[config.mk]
export PLATFORM = sky130hd
export DESIGN_NAME = acc_inval_queue
export DESIGN_NICKNAME = d
export VERILOG_FILES = /design/src/rtl/acc_inval_queue_pkg.sv /design/src/rtl/acc_inval_queue.sv
export SDC_FILE = /design/constraint.sdc
export NUM_CORES = 1
export LEC_CHECK = 0
export BUFFER_PORTS_ARGS = -buffer_cell sky130_fd_sc_hd__buf_2
export CORE_MARGIN = 4
export CORE_UTILIZATION = 60
export CTS_CLUSTER_DIAMETER = 40
export DETAILED_ROUTE_END_ITERATION = 12
export PLACE_DENSITY_LB_ADDON = 0.05
export SLEW_MARGIN = 20
export SYNTH_ARGS = -nofsm -noshare
export SYNTH_HDL_FRONTEND = slang
export SYNTH_SLANG_ARGS = --single-unit
[constraint.sdc]
create_clock -name clk_i -period 5.6 [get_ports clk_i]
set_input_delay 0.84 -clock clk_i [delete_from_list [all_inputs] [get_ports clk_i]]
set_output_delay 0.84 -clock clk_i [all_outputs]
set_load 0.005 [all_outputs]
[src/rtl/acc_inval_queue_pkg.sv]
// Shared types and defaults for the accelerator invalidation queue.
package acc_inval_queue_pkg;

  // D-cache line width in bits; the line offset is log2 of bytes per line.
  localparam int unsigned DCACHE_LINE_WIDTH = 128;
  localparam int unsigned INVAL_LINE_OFFSET = $clog2(DCACHE_LINE_WIDTH / 8);
  localparam int unsigned INVAL_ADDR_WIDTH  = 64;

  // One queued entry: a line-aligned invalidation address.
  typedef logic [INVAL_ADDR_WIDTH-1:0] inval_line_t;

endpackage

[src/rtl/acc_inval_queue.sv]
// Accelerator invalidation queue: line-aligns requests, merges back-to-back
// duplicates of the youngest entry, drops requests while coherence is off and
// presents entries one at a time to the core's invalidation port.
module acc_inval_queue
  import acc_inval_queue_pkg::*;
#(
  parameter int unsigned Depth      = 4,
  parameter int unsigned AddrWidth  = INVAL_ADDR_WIDTH,
  parameter int unsigned LineOffset = INVAL_LINE_OFFSET
) (
  input  logic                       clk_i,
  input  logic                       rst_ni,
  input  logic                       cons_en_i,
  input  logic                       flush_i,
  input  logic [AddrWidth-1:0]       req_addr_i,
  input  logic                       req_valid_i,
  output logic                       req_ready_o,
  output logic [AddrWidth-1:0]       inval_addr_o,
  output logic                       inval_valid_o,
  input  logic                       inval_ready_i,
  output logic [$clog2(Depth):0]     usage_o,
  output logic                       merged_o,
  output logic                       dropped_o
);

  localparam int unsigned            PtrW     = $clog2(Depth);
  localparam int unsigned            CntW     = PtrW + 1;
  localparam logic [CntW-1:0]        FullCnt  = CntW'(Depth);
  localparam logic [CntW-1:0]        OneCnt   = CntW'(1);
  localparam logic [AddrWidth-1:0]   LineMask = {AddrWidth{1'b1}} << LineOffset;

  logic [AddrWidth-1:0] r_mem [Depth];
  logic [PtrW-1:0]      r_head, r_tail;
  logic [CntW-1:0]      r_cnt;

  logic [AddrWidth-1:0] w_line;
  logic [PtrW-1:0]      w_tail_m1;
  logic                 w_empty, w_full, w_pop, w_last_pop, w_hit, w_push;

  assign w_line     = req_addr_i & LineMask;
  assign w_tail_m1  = r_tail - PtrW'(1);
  assign w_empty    = (r_cnt == '0);
  assign w_full     = (r_cnt == FullCnt);
  // The youngest entry is leaving only when it is also the sole entry.
  assign w_last_pop = (r_cnt == OneCnt) & inval_ready_i;
  assign w_hit      = ~w_empty & (w_line == r_mem[w_tail_m1]) & ~w_last_pop;
  assign w_pop      = ~w_empty & inval_ready_i & ~flush_i;
  assign w_push     = req_valid_i & cons_en_i & ~flush_i & ~w_hit & ~w_full;

  // Full queue is never made ready by a same-cycle pop.
  assign req_ready_o   = ~cons_en_i | (~flush_i & (w_hit | ~w_full));
  assign merged_o      = req_valid_i & cons_en_i & ~flush_i & w_hit;
  assign dropped_o     = req_valid_i & ~cons_en_i;

  assign inval_valid_o = ~w_empty;
  assign inval_addr_o  = r_mem[r_head];
  assign usage_o       = r_cnt;

  // Pointer and occupancy bookkeeping; flush wins over push and pop.
  always_ff @(posedge clk_i or negedge rst_ni) begin
    if (!rst_ni) begin
      r_head <= '0;
      r_tail <= '0;
      r_cnt  <= '0;
    end else if (flush_i) begin
      r_head <= '0;
      r_tail <= '0;
      r_cnt  <= '0;
    end else begin
      if (w_pop)  r_head <= r_head + PtrW'(1);
      if (w_push) r_tail <= r_tail + PtrW'(1);
      r_cnt <= r_cnt + CntW'(w_push) - CntW'(w_pop);
    end
  end

  // Entry storage; cleared on reset so the head address reads zero.
  always_ff @(posedge clk_i or negedge rst_ni) begin
    if (!rst_ni) begin
      for (int i = 0; i < Depth; i++) r_mem[i] <= '0;
    end else if (w_push) begin
      r_mem[r_tail] <= w_line;
    end
  end

endmodule

==> metrics.md, run 1 <==
| Metric | Value |
|---|---|
| Max VDD drop | `0.306 mV` |
| Final period demand of the worst path | `5320 ps` |
| Post-synthesis sequential area ratio | `41.5%` |
| DIE WIDTH | `165 um` |
| Final GP Congestion | `0.943` |
| Core Region | `0.0244 mm^2` |
| Setup TNS Final | `0 ps` |
| Fill cells | `1731` |
| Mapped Area | `0.0149 mm^2` |
| Crit-path max FO | `22` |
| Power Density | `421 mW/mm^2` |
| Vias after detailed routing | `9111` |
| Ranking of synthesized cells by area | `dfrtp_1 42%, mux2_4 24%, mux4_2 14%` |
| Drt total wl | `37800 um` |
| CTS root buf | `clkbuf_16` |
| Leakage | `7.36 nW` |
| Floorplan row count | `57` |
| Slowest stage delay, CP | `560 ps` |
| DP HPWL | `24700 um` |
| Area grow syn2layout | `13.6%` |
| Top-count cell post-synth | `dfrtp_1` |
| Clock sinks | `247` |
| Tot Pwr | `7.11 mW` |
| First-pass DRT Iterations | `5` |
| Remaining global-route overflow | `0` |
| CP endpoint kind | `output pin` |
| Global-route usage over all layers | `27.9%` |
| Buffers added on ports | `132` |
| Status | `complete, no violations` |
| Fin crit share | `95.0%` |
| Crit path DAT | `4480 ps` |
| Hold crit path type | `input port to async pin` |
| Mapped Cells | `947` |
| Max clock buf depth | `3` |
| DR iter-0 viols | `748` |
| Reg2Reg Launch Point | `r_tail[0]$_DFFE_PN0P_` |
| Post CTS Setup Buffer Count | `0` |
| Nets | `1158` |
| Die area | `0.0274 mm^2` |
| Startpoint Class | `flop` |
| Initial antenna violation count | `1` |
| Mapped Avg Cell Area | `15.7 um^2` |
| Slew HR | `31.8%` |
| Fmax | `188 MHz` |
| R2R Setup Slk | `730 ps` |
| Critical Path Slowest Stage Cell | `or4_4` |
| Diodes inserted | `0` |
| Via density | `6.35` |
| Num CTS Buffers | `40` |
| R2r endpoint | `r_mem[161]$_DFFE_PN0P_` |
| Hold buffers post-CTS | `0` |
| Crit Path Class | `flop to output pin` |
| Cell variety after synth | `56` |
| Vias in the first global route | `9473` |
| Synthesized flop and latch total | `247` |
| Finish-stage setup viols | `0` |
| Worst reg-to-reg path cell count | `12` |
| Largest net degree at the start of global routing | `128` |
| RSZ-0062 raised after global routing | `false` |
| Drt drc | `0` |
| Post-DRT Antenna Nets | `0` |
| Yosys top cell area share | `41.5%` |
| CP Cell Sequence | `inv_1 -> ha_4 -> buf_12 -> mux4_2 -> xnor2_1 -> nand4_1 -> or4_4 -> a2111oi_4 -> nand4b_4 -> and3_1 -> o21ai_1 -> buf_2` |
| Chip height | `165 um` |
| Placed Area | `0.0155 mm^2` |
| Max Slew Vio Count | `0` |
| Post-synth top area cell | `dfrtp_1` |
| CTS tree | `built` |
| Final hold violations | `0` |
| Final setup skew | `23.2 ps` |
| Max-cap violations | `0` |
| Ys flop type | `dfrtp_1` |
| H-tree lvl count | `2` |
| Layout cell share with drive strength beyond 1 | `51.6%` |
| Post-synth EDFFs | `0` |
| Critical Path RT | `4760 ps` |
| Slew @ Worst Pin | `1020 ps` |
| Post-synth top cells | `247 x dfrtp_1, 240 x mux2_4, 91 x mux4_2` |
| DR WL/cell | `26.4 um` |
| Design Area, Final | `0.0169 mm^2` |
| Later-pin clock latency in the skew report | `520 ps` |
| I/O pins | `141` |
| First-pass GRT wire length | `57900 um` |
| Initial core utilization | `61.0%` |
| Post-CTS sizing | `0` |
| Async SR Flop Fraction | `100%` |
| Yosys warnings | `0` |
| Worst-path clk slew | `50 ps` |
## layout make-up
class                           count  area, um^2  area share [%]
Timing Repair Buffer              155         888            5.26
Inverter                           15        56.3           0.333
Multi-Input combinational cell    622        8010            47.4
Sequential cell                   247        6190            36.6
Clock buffer                       46        1070            6.36
Clock inverter                     25         280            1.66
Tap cell                          324         405            2.40
## sequential cells by signal, indices dropped and copies added (netlist names)
name     cells
r_tail       2
r_mem      240
usage_o      3
r_head       2
## worst max path at each step
stage | from | endpoint | depth (start not counted)
after CTS | r_tail[0]$_DFFE_PN0P_ | req_ready_o | 12
after detailed placement | r_tail[0]$_DFFE_PN0P_ | usage_o[2]$_DFF_PN0_ | 17
final | r_tail[0]$_DFFE_PN0P_ | req_ready_o | 12
after global placement | r_tail[0]$_DFFE_PN0P_ | r_mem[166]$_DFFE_PN0P_ | 12
after floorplan | r_tail[0]$_DFFE_PN0P_ | usage_o[2]$_DFF_PN0_ | 22
after global routing | r_tail[1]$_DFFE_PN0P_ | req_ready_o | 12
## critical path: cells and delay by family (launching register included)
kind / cells / cell delay (ps)
compound gates: 2 / 560
mux: 1 / 320
simple gates: 4 / 1160
buf+inv: 3 / 450
xor+xnor: 1 / 530
fa+ha+maj: 1 / 490
flops: 1 / 420
## per-layer routing
metal / track usage [%] / wire length, um / share of wire [%]
met1: 41.6 / 17000 / 45
met2: 41.4 / 17100 / 45
met3: 6.18 / 2690 / 7.1
met4: 8.06 / 1020 / 2.7
met5: 1.52 / 53 / 0.14
## per-stage QoR
step	utilization (%)	std cells	hold slack, ps	setup slack [ps]
global placement	63.7	1362	510	696
floorplan	-	950	491	491
global route	69.3	1434	511	117
detailed placement	63.7	1362	513	644
CTS	69.2	1433	498	175
finish	69.3	1434	424	282
## report_power, final
group          switching (mW)  internal [mW]  total, mW
Combinational           0.808           1.28       2.09
Sequential              0.378           2.17       2.55
Clock                   0.900           1.58       2.48
## kinds of logic (layout without fill, tap and decap cells)
| logic type | Yosys count | after routing | share of synthesized area, % |
|---|---|---|---|
| muxes | 401 | 401 | 43.1 |
| buffers and inverters | 81 | 241 | 4.95 |
| xor gates and xnor gates | 45 | 45 | 2.65 |
| and+or+nand+nor | 101 | 101 | 3.98 |
| AOI/OAI and AO/OA | 64 | 64 | 3.12 |
| DFF | 247 | 247 | 41.5 |
| other | 1 | 4 | 0.0252 |
| adders and majority gates | 7 | 7 | 0.639 |
## cells in the final DEF, fill, tap and decap left out, types with 3 or more instances in the layout
cell and n:
mux2_1 8, buf_12 3, nor4_1 10, o2bb2ai_1 7, nand2_1 21, clkbuf_16 41
mux2i_1 57, nor2b_1 4, dfrtp_1 244, inv_1 15, clkinvlp_4 3, o21ai_0 14
nand4_1 16, buf_2 131, xnor2_1 41, clkinv_2 6, nor2_1 12, o21ai_1 3
inv_6 3, nand2b_1 7, mux4_2 91, mux4_1 3, o32ai_1 4, nor3_1 6
a22oi_1 3, clkbuf_8 3, and3_4 4, a21oi_1 7, buf_4 19, bufinv_16 4
o22ai_1 7, mux2_4 240, a221oi_1 3, nand3_1 8, o2111ai_1 4, conb_1 4
ha_1 5, clkinv_4 8, xor2_1 4
Power figures use the tool's default switching activity.
==> run 2, diff against run 1 <==
--- a/config.mk
+++ b/config.mk
@@ -5,9 +5,9 @@
 export SDC_FILE = /design/constraint.sdc
 export NUM_CORES = 1
 export LEC_CHECK = 0
-export BUFFER_PORTS_ARGS = -buffer_cell sky130_fd_sc_hd__buf_2
+export BUFFER_PORTS_ARGS = -buffer_cell sky130_fd_sc_hd__buf_4
 export CORE_MARGIN = 4
-export CORE_UTILIZATION = 60
+export CORE_UTILIZATION = 55
 export CTS_CLUSTER_DIAMETER = 40
 export DETAILED_ROUTE_END_ITERATION = 12
 export PLACE_DENSITY_LB_ADDON = 0.05
==> metrics.md, run 2 (synthesis results as in run 1) <==
| Metric | Value |
|---|---|
| H-tree lvl count | `2 (unchanged)` |
| Tot Pwr | `7.46 mW (was 7.11 mW)` |
| Vias in the first global route | `9513 (was 9473)` |
| RSZ-0062 raised after global routing | `false (unchanged)` |
| Hold WS | `365 ps (was 424 ps)` |
| Crit Path Class | `flop to output pin (unchanged)` |
| Max-cap violations | `0 (unchanged)` |
| Finish-stage setup viols | `0 (unchanged)` |
| Remaining global-route overflow | `0 (unchanged)` |
| Grt met1 use | `38.2% (was 41.6%)` |
| DIE WIDTH | `172 um (was 165 um)` |
| Final setup skew | `30.4 ps (was 23.2 ps)` |
| Leakage | `7.52 nW (was 7.36 nW)` |
| Crit-path max FO | `24 (was 22)` |
| Initial core utilization | `56.5% (was 61.0%)` |
| Crit path launch | `r_tail[1]$_DFFE_PN0P_ (was r_tail[0]$_DFFE_PN0P_)` |
| Most frequent cells in the layout | `244 x dfrtp_1, 240 x mux2_4, 149 x buf_4, 91 x mux4_2, 57 x mux2i_1 (was 244 x dfrtp_1, 240 x mux2_4, 131 x buf_2, 91 x mux4_2, 57 x mux2i_1)` |
| DR WL/cell | `26.9 um (was 26.4 um)` |
| Critical Path Slowest Stage Cell | `or4_4 (unchanged)` |
| Final hold violations | `0 (unchanged)` |
| Clock sinks | `247 (unchanged)` |
| CTS root buf | `clkbuf_16 (unchanged)` |
| Slowest stage delay, CP | `530 ps (was 560 ps)` |
| Drt drc | `0 (unchanged)` |
| Most common cell after layout, fill and taps aside | `dfrtp_1 (unchanged)` |
| Setup crit end | `req_ready_o (unchanged)` |
| Slew HR | `31.6% (was 31.8%)` |
| Power Density | `428 mW/mm^2 (was 421 mW/mm^2)` |
| Critical Path RT | `4760 ps (about the same)` |
| First-pass GRT wire length | `59600 um (was 57900 um)` |
| Post-DRT Antenna Nets | `0 (unchanged)` |
| Vias after detailed routing | `9154 (was 9111)` |
| Worst path top cell family by delay | `simple AND/OR/NAND/NOR gates (unchanged)` |
| R2r endpoint | `r_mem[75]$_DFFE_PN0P_ (was r_mem[161]$_DFFE_PN0P_)` |
| Slew @ Worst Pin | `1030 ps (was 1020 ps)` |
| DR iter-0 viols | `701 (was 748)` |
| Fmax | `188 MHz (about the same)` |
| Hold buffers post-CTS | `0 (unchanged)` |
| Dpl cells | `1372 (was 1362)` |
| Status | `complete, no violations (unchanged)` |
| GR Util met3 | `5.49% (was 6.18%)` |
| CP Cell Sequence | `inv_1 -> ha_4 -> buf_12 -> mux4_1 -> xnor2_1 -> o2111ai_1 -> or4_4 -> a2111oi_4 -> nand4b_4 -> and3_1 -> o21ai_1 -> buf_4 (was inv_1 -> ha_4 -> buf_12 -> mux4_2 -> xnor2_1 -> nand4_1 -> or4_4 -> a2111oi_4 -> nand4b_4 -> and3_1 -> o21ai_1 -> buf_2)` |
| Nets | `1161 (was 1158)` |
| R2R Setup Slk | `750 ps (was 730 ps)` |
| Layout cell share with drive strength beyond 1 | `52.2% (was 51.6%)` |
| Max FFs per register | `240 (unchanged)` |
| Fin crit share | `95.0% (about the same)` |
| Buffers added on ports | `132 (unchanged)` |
| Initial antenna violation count | `0 (was 1)` |
| Most Crowded Layer GR | `met2 (was met1)` |
| CP endpoint kind | `output pin (unchanged)` |
| Core Region | `0.0264 mm^2 (was 0.0244 mm^2)` |
| Num CTS Buffers | `43 (was 40)` |
| Crit path buf inv count | `3 (unchanged)` |
| Hold crit path type | `input port to async pin (unchanged)` |
| DP HPWL | `25300 um (was 24700 um)` |
| I/O pins | `141 (unchanged)` |
| Final period demand of the worst path | `5320 ps (about the same)` |
| Post-route insts no fill | `1454 (was 1434)` |
| CTS tree | `built (unchanged)` |
| Instance count on the critical path | `12 (unchanged)` |
| Worst-path clk slew | `50 ps (about the same)` |
| First-pass DRT Iterations | `5 (unchanged)` |
| Die area | `0.0298 mm^2 (was 0.0274 mm^2)` |
| Final GP Congestion | `0.951 (was 0.943)` |
| Later-pin clock latency in the skew report | `530 ps (was 520 ps)` |
| Most flop-heavy register | `r_mem (unchanged)` |
| Max Slew Vio Count | `0 (unchanged)` |
| Floorplan row count | `59 (was 57)` |
| Chip height | `172 um (was 165 um)` |
| Worst reg-to-reg path cell count | `13 (was 12)` |
| Crit path DAT | `4480 ps (about the same)` |
| Drt total wl | `39200 um (was 37800 um)` |
| Max VDD drop | `0.306 mV (about the same)` |
| Reg2Reg Launch Point | `r_tail[1]$_DFFE_PN0P_ (was r_tail[0]$_DFFE_PN0P_)` |
| Diodes inserted | `0 (unchanged)` |
| Max clock buf depth | `3 (unchanged)` |
| Startpoint Class | `flop (unchanged)` |
| Via density | `6.30 (was 6.35)` |
| M2 GR Usage | `41.6% (was 41.4%)` |
| Global-route usage over all layers | `26.5% (was 27.9%)` |
| Setup TNS Final | `0 ps (unchanged)` |
| Largest net degree at the start of global routing | `106 (was 128)` |
| Area grow syn2layout | `17.0% (was 13.6%)` |
[run 2: cell count changes in the layout (fill, tap and decap cells not counted), moves of 3 or more]
cell / previous run / this run
buf_2: 131 / 0
buf_4: 19 / 149
clkbuf_8: 3 / 10
clkinvlp_4: 3 / 9
clkinv_2: 6 / 2
clkbuf_16: 41 / 44
[run 2: metrics by stage]
stage               instance area (um^2)  utilization (%)  setup slack (ps)
floorplan                          14900                -               491
detailed placement                 15900             60.2               627
finish                             17400             66.1               282
global placement                   15900             60.2               620
global route                       17400             66.1              87.9
CTS                                17400             65.8               135
[run 2: worst register-to-register path: cells and delay by family (launching register included)]
family	cells	cell delay (ps)
adders and majority gates	1	500
DFF	1	390
muxes	2	650
buffers and inverters	4	900
AOI/OAI and AO/OA	2	640
and+or+nand+nor	3	1160
xor gates and xnor gates	1	500
[run 2: power breakdown]
part | total [mW] | internal, mW | switching [mW] | leakage (nW)
combinational | 2.27 | 1.46 | 0.813 | 3.56
sequential | 2.56 | 2.17 | 0.387 | 3.25
clock | 2.63 | 1.69 | 0.934 | 0.703
[run 2: repair_timing]
action                                  CTS  global route
endpoints found under the setup margin    0             1
gates resized for setup                   0             2
setup buffers                             0             1
[run 2: how the worst min path moves through the flow]
stage | endpoint | startpoint | slack (ps)
2_1_floorplan | r_mem[151]$_DFFE_PN0P_ | r_mem[151]$_DFFE_PN0P_ | 490
3_3_place_gp | r_mem[155]$_DFFE_PN0P_ | r_mem[155]$_DFFE_PN0P_ | 510
3_5_place_dp | r_mem[155]$_DFFE_PN0P_ | r_mem[155]$_DFFE_PN0P_ | 510
4_1_cts | r_mem[198]$_DFFE_PN0P_ | rst_ni | 400
5_1_grt | r_mem[254]$_DFFE_PN0P_ | rst_ni | 430
6_report | r_mem[254]$_DFFE_PN0P_ | rst_ni | 360
[run 2: metal layers]
layer | part of all wire (%) | wire length (um)
met5 | 0 | 0
met4 | 2.0 | 795
met3 | 6.6 | 2570
met2 | 47 | 18500
met1 | 44 | 17300
[run 2: final cells by class]
class | count | area [um^2]
multi-input combinational | 622 | 8020
sequential | 247 | 6190
timing repair buffer | 155 | 1240
fill | 1943 | 8940
inverter | 15 | 56.3
tap | 335 | 419
clock inverter | 25 | 264
clock buffer | 55 | 1220
==> run 3, diff against run 2 <==
--- a/config.mk
+++ b/config.mk
@@ -10,8 +10,9 @@
 export CORE_UTILIZATION = 55
 export CTS_CLUSTER_DIAMETER = 40
 export DETAILED_ROUTE_END_ITERATION = 12
-export PLACE_DENSITY_LB_ADDON = 0.05
+export PLACE_DENSITY_LB_ADDON = 0.12
 export SLEW_MARGIN = 20
 export SYNTH_ARGS = -nofsm -noshare
 export SYNTH_HDL_FRONTEND = slang
 export SYNTH_SLANG_ARGS = --single-unit
+export TNS_END_PERCENT = 50
==> metrics.md, run 3 (synthesis results as in run 1) <==
| Metric | Value |
|---|---|
| Area grow syn2layout | `16.5% (was 17.0%)` |
| Hold buffers post-CTS | `0 (unchanged)` |
| Cell Int Power | `5.35 mW (was 5.32 mW)` |
| CTS root buf | `clkbuf_16 (unchanged)` |
| Largest net degree at the start of global routing | `127 (was 106)` |
| Max clock buf depth | `3 (unchanged)` |
| PnR worst setup slack | `117 ps (was 282 ps)` |
| DR iter-0 viols | `729 (was 701)` |
| RSZ-0062 raised after global routing | `false (unchanged)` |
| DP Worst Slack | `693 ps (was 627 ps)` |
| Slew HR | `28.0% (was 31.6%)` |
| First-pass DRT Iterations | `6 (was 5)` |
| Die area | `0.0298 mm^2 (unchanged)` |
| Most Crowded Layer GR | `met2 (unchanged)` |
| GR Util met3 | `6.04% (was 5.49%)` |
| DP HPWL | `25300 um (about the same)` |
| Chip height | `172 um (unchanged)` |
| Initial core utilization | `56.5% (unchanged)` |
| Finish-stage setup viols | `0 (unchanged)` |
| Final period demand of the worst path | `5480 ps (was 5320 ps)` |
| Leakage | `7.50 nW (was 7.52 nW)` |
| Num CTS Buffers | `42 (was 43)` |
| Final hold violations | `0 (unchanged)` |
| Layout cell share with drive strength beyond 1 | `51.4% (was 52.2%)` |
| Grt met1 use | `37.4% (was 38.2%)` |
| CP Cell Sequence | `inv_1 -> ha_4 -> buf_12 -> mux4_2 -> xnor2_1 -> nand4_1 -> or4_4 -> a2111oi_4 -> nand4b_4 -> and3_1 -> o21ai_1 -> buf_4 (was inv_1 -> ha_4 -> buf_12 -> mux4_1 -> xnor2_1 -> o2111ai_1 -> or4_4 -> a2111oi_4 -> nand4b_4 -> and3_1 -> o21ai_1 -> buf_4)` |
| Initial antenna violation count | `0 (unchanged)` |
| Final GP Congestion | `0.967 (was 0.951)` |
| Post-CTS sizing | `0 (unchanged)` |
| R2R Setup Slk | `610 ps (was 750 ps)` |
| Power Density | `432 mW/mm^2 (was 428 mW/mm^2)` |
| Final setup skew | `13.0 ps (was 30.4 ps)` |
| H-tree lvl count | `2 (unchanged)` |
| Max VDD drop | `0.265 mV (was 0.306 mV)` |
| DR WL/cell | `27.0 um (was 26.9 um)` |
| CP endpoint kind | `output pin (unchanged)` |
| Worst-path clk slew | `50 ps (about the same)` |
| Comb power frac | `30.4% (was 30.5%)` |
| Crit Path Class | `flop to output pin (unchanged)` |
| Setup TNS Final | `0 ps (unchanged)` |
| Crit path DAT | `4640 ps (was 4480 ps)` |
| Critical Path RT | `4760 ps (about the same)` |
| Sequential Power Share | `34.1% (was 34.3%)` |
| First-pass GRT wire length | `59800 um (was 59600 um)` |
| Critical Path Slowest Stage Cell | `xnor2_1 (was or4_4)` |
| Global-route usage over all layers | `26.6% (was 26.5%)` |
| Most common cell after layout, fill and taps aside | `dfrtp_1 (unchanged)` |
| Core Region | `0.0264 mm^2 (unchanged)` |
| Worst path top cell family by delay | `simple AND/OR/NAND/NOR gates (unchanged)` |
| Diodes inserted | `0 (unchanged)` |
| Crit-path max FO | `25 (was 24)` |
| Max-cap violations | `0 (unchanged)` |
| DIE WIDTH | `172 um (unchanged)` |
| Psw | `2.15 mW (was 2.13 mW)` |
| CTS tree | `built (unchanged)` |
| Floorplan row count | `59 (unchanged)` |
| Vias after detailed routing | `9064 (was 9154)` |
| Buffers added on ports | `132 (unchanged)` |
| Hold crit path type | `input port to async pin (unchanged)` |
| Post CTS Setup Buffer Count | `0 (unchanged)` |
| Nets | `1157 (was 1161)` |
| Vias in the first global route | `9599 (was 9513)` |
| Slowest stage delay, CP | `600 ps (was 530 ps)` |
| M2 GR Usage | `41.5% (was 41.6%)` |
| Via density | `6.26 (was 6.30)` |
| Clock sinks | `247 (unchanged)` |
| Clk pwr share | `35.5% (was 35.3%)` |
| Fmax | `182 MHz (was 188 MHz)` |
| Core Util, Final | `65.8% (was 66.1%)` |
| Post-DRT Antenna Nets | `0 (unchanged)` |
| Status | `complete, no violations (unchanged)` |
| I/O pins | `141 (unchanged)` |
| Most frequent cells in the layout | `244 x dfrtp_1, 240 x mux2_4, 147 x buf_4, 91 x mux4_2, 57 x mux2i_1 (was 244 x dfrtp_1, 240 x mux2_4, 149 x buf_4, 91 x mux4_2, 57 x mux2i_1)` |
| Switching Share | `28.7% (was 28.6%)` |
| Later-pin clock latency in the skew report | `530 ps (about the same)` |
| Most flop-heavy register | `r_mem (unchanged)` |
| Remaining global-route overflow | `0 (unchanged)` |
| Max Slew Vio Count | `0 (unchanged)` |
| Max FFs per register | `240 (unchanged)` |
| Fin crit share | `97.9% (was 95.0%)` |
| Drt drc | `0 (unchanged)` |
| Startpoint Class | `flop (unchanged)` |
| Slew @ Worst Pin | `1080 ps (was 1030 ps)` |
| Crit path buf inv count | `3 (unchanged)` |
| Drt total wl | `39000 um (was 39200 um)` |
-- run 3: cell types whose count changed in the layout (fill, tap and decap cells not counted), sizes merged --
cell,delta
clkbuf,-3
bufinv,+2
buf,-2
clkinv,+2
clkinvlp,-6
-- run 3: area by class of cell --
type	instances	area, um^2
repair buffers	152	1200
inverters	15	56.3
fillers	1896	9010
well taps	335	419
clock inverters	23	309
clock buffers	53	1160
flip-flops and latches	247	6190
multi-input cells	622	8010
-- run 3: worst paths after layout --
kind | endpoint | cells past startpoint | start
max | req_ready_o | 12 | r_tail[0]$_DFFE_PN0P_
min | r_mem[132]$_DFFE_PN0P_ | 1 | rst_ni
max reg2reg | r_mem[28]$_DFFE_PN0P_ | 12 | r_tail[0]$_DFFE_PN0P_
min reg2reg | r_mem[23]$_DFFE_PN0P_ | 1 | r_mem[23]$_DFFE_PN0P_
max in group asynchronous | r_mem[18]$_DFFE_PN0P_ | 2 | rst_ni
min in group clk_i | r_mem[23]$_DFFE_PN0P_ | 1 | r_mem[23]$_DFFE_PN0P_
-- run 3: layer usage --
metal	vias to the layer above	part of all wire, %
li1	3912	-
met2	296	47
met3	77	6.6
met4	0	2.9
met1	4779	44
met5	-	0
-- run 3: power by group through the flow --
stage / Sequential (mW) / Combinational [mW] / Clock [mW]
floorplan: 2.39 / 1.46 / 0
global placement: 2.55 / 2.27 / 0
detailed placement: 2.56 / 2.28 / 0
CTS: 2.55 / 2.30 / 2.70
global route: 2.61 / 2.42 / 2.79
finish: 2.55 / 2.28 / 2.66
-- run 3: worst register-to-register path, delay by kind of cell (launching register included) --
family	cells	cell delay [ps]
multiplexers	2	670
AND/OR/NAND/NOR	4	1560
AO/OA/AOI/OAI	1	440
XOR/XNOR	1	600
buffers and inverters	3	710
flip-flops	1	420
adder cells (fa/ha/maj)	1	470
-- run 3: per-stage QoR --
step / instance area, um^2 / std cells / total power [mW] / hold slack [ps]
after floorplan: 14900 / 950 / 3.86 / 491
after global placement: 15900 / 1371 / 4.81 / 507
after detailed placement: 15900 / 1371 / 4.84 / 514
after CTS: 17300 / 1447 / 7.54 / 442
after global routing: 17300 / 1447 / 7.82 / 457
final: 17300 / 1447 / 7.50 / 368
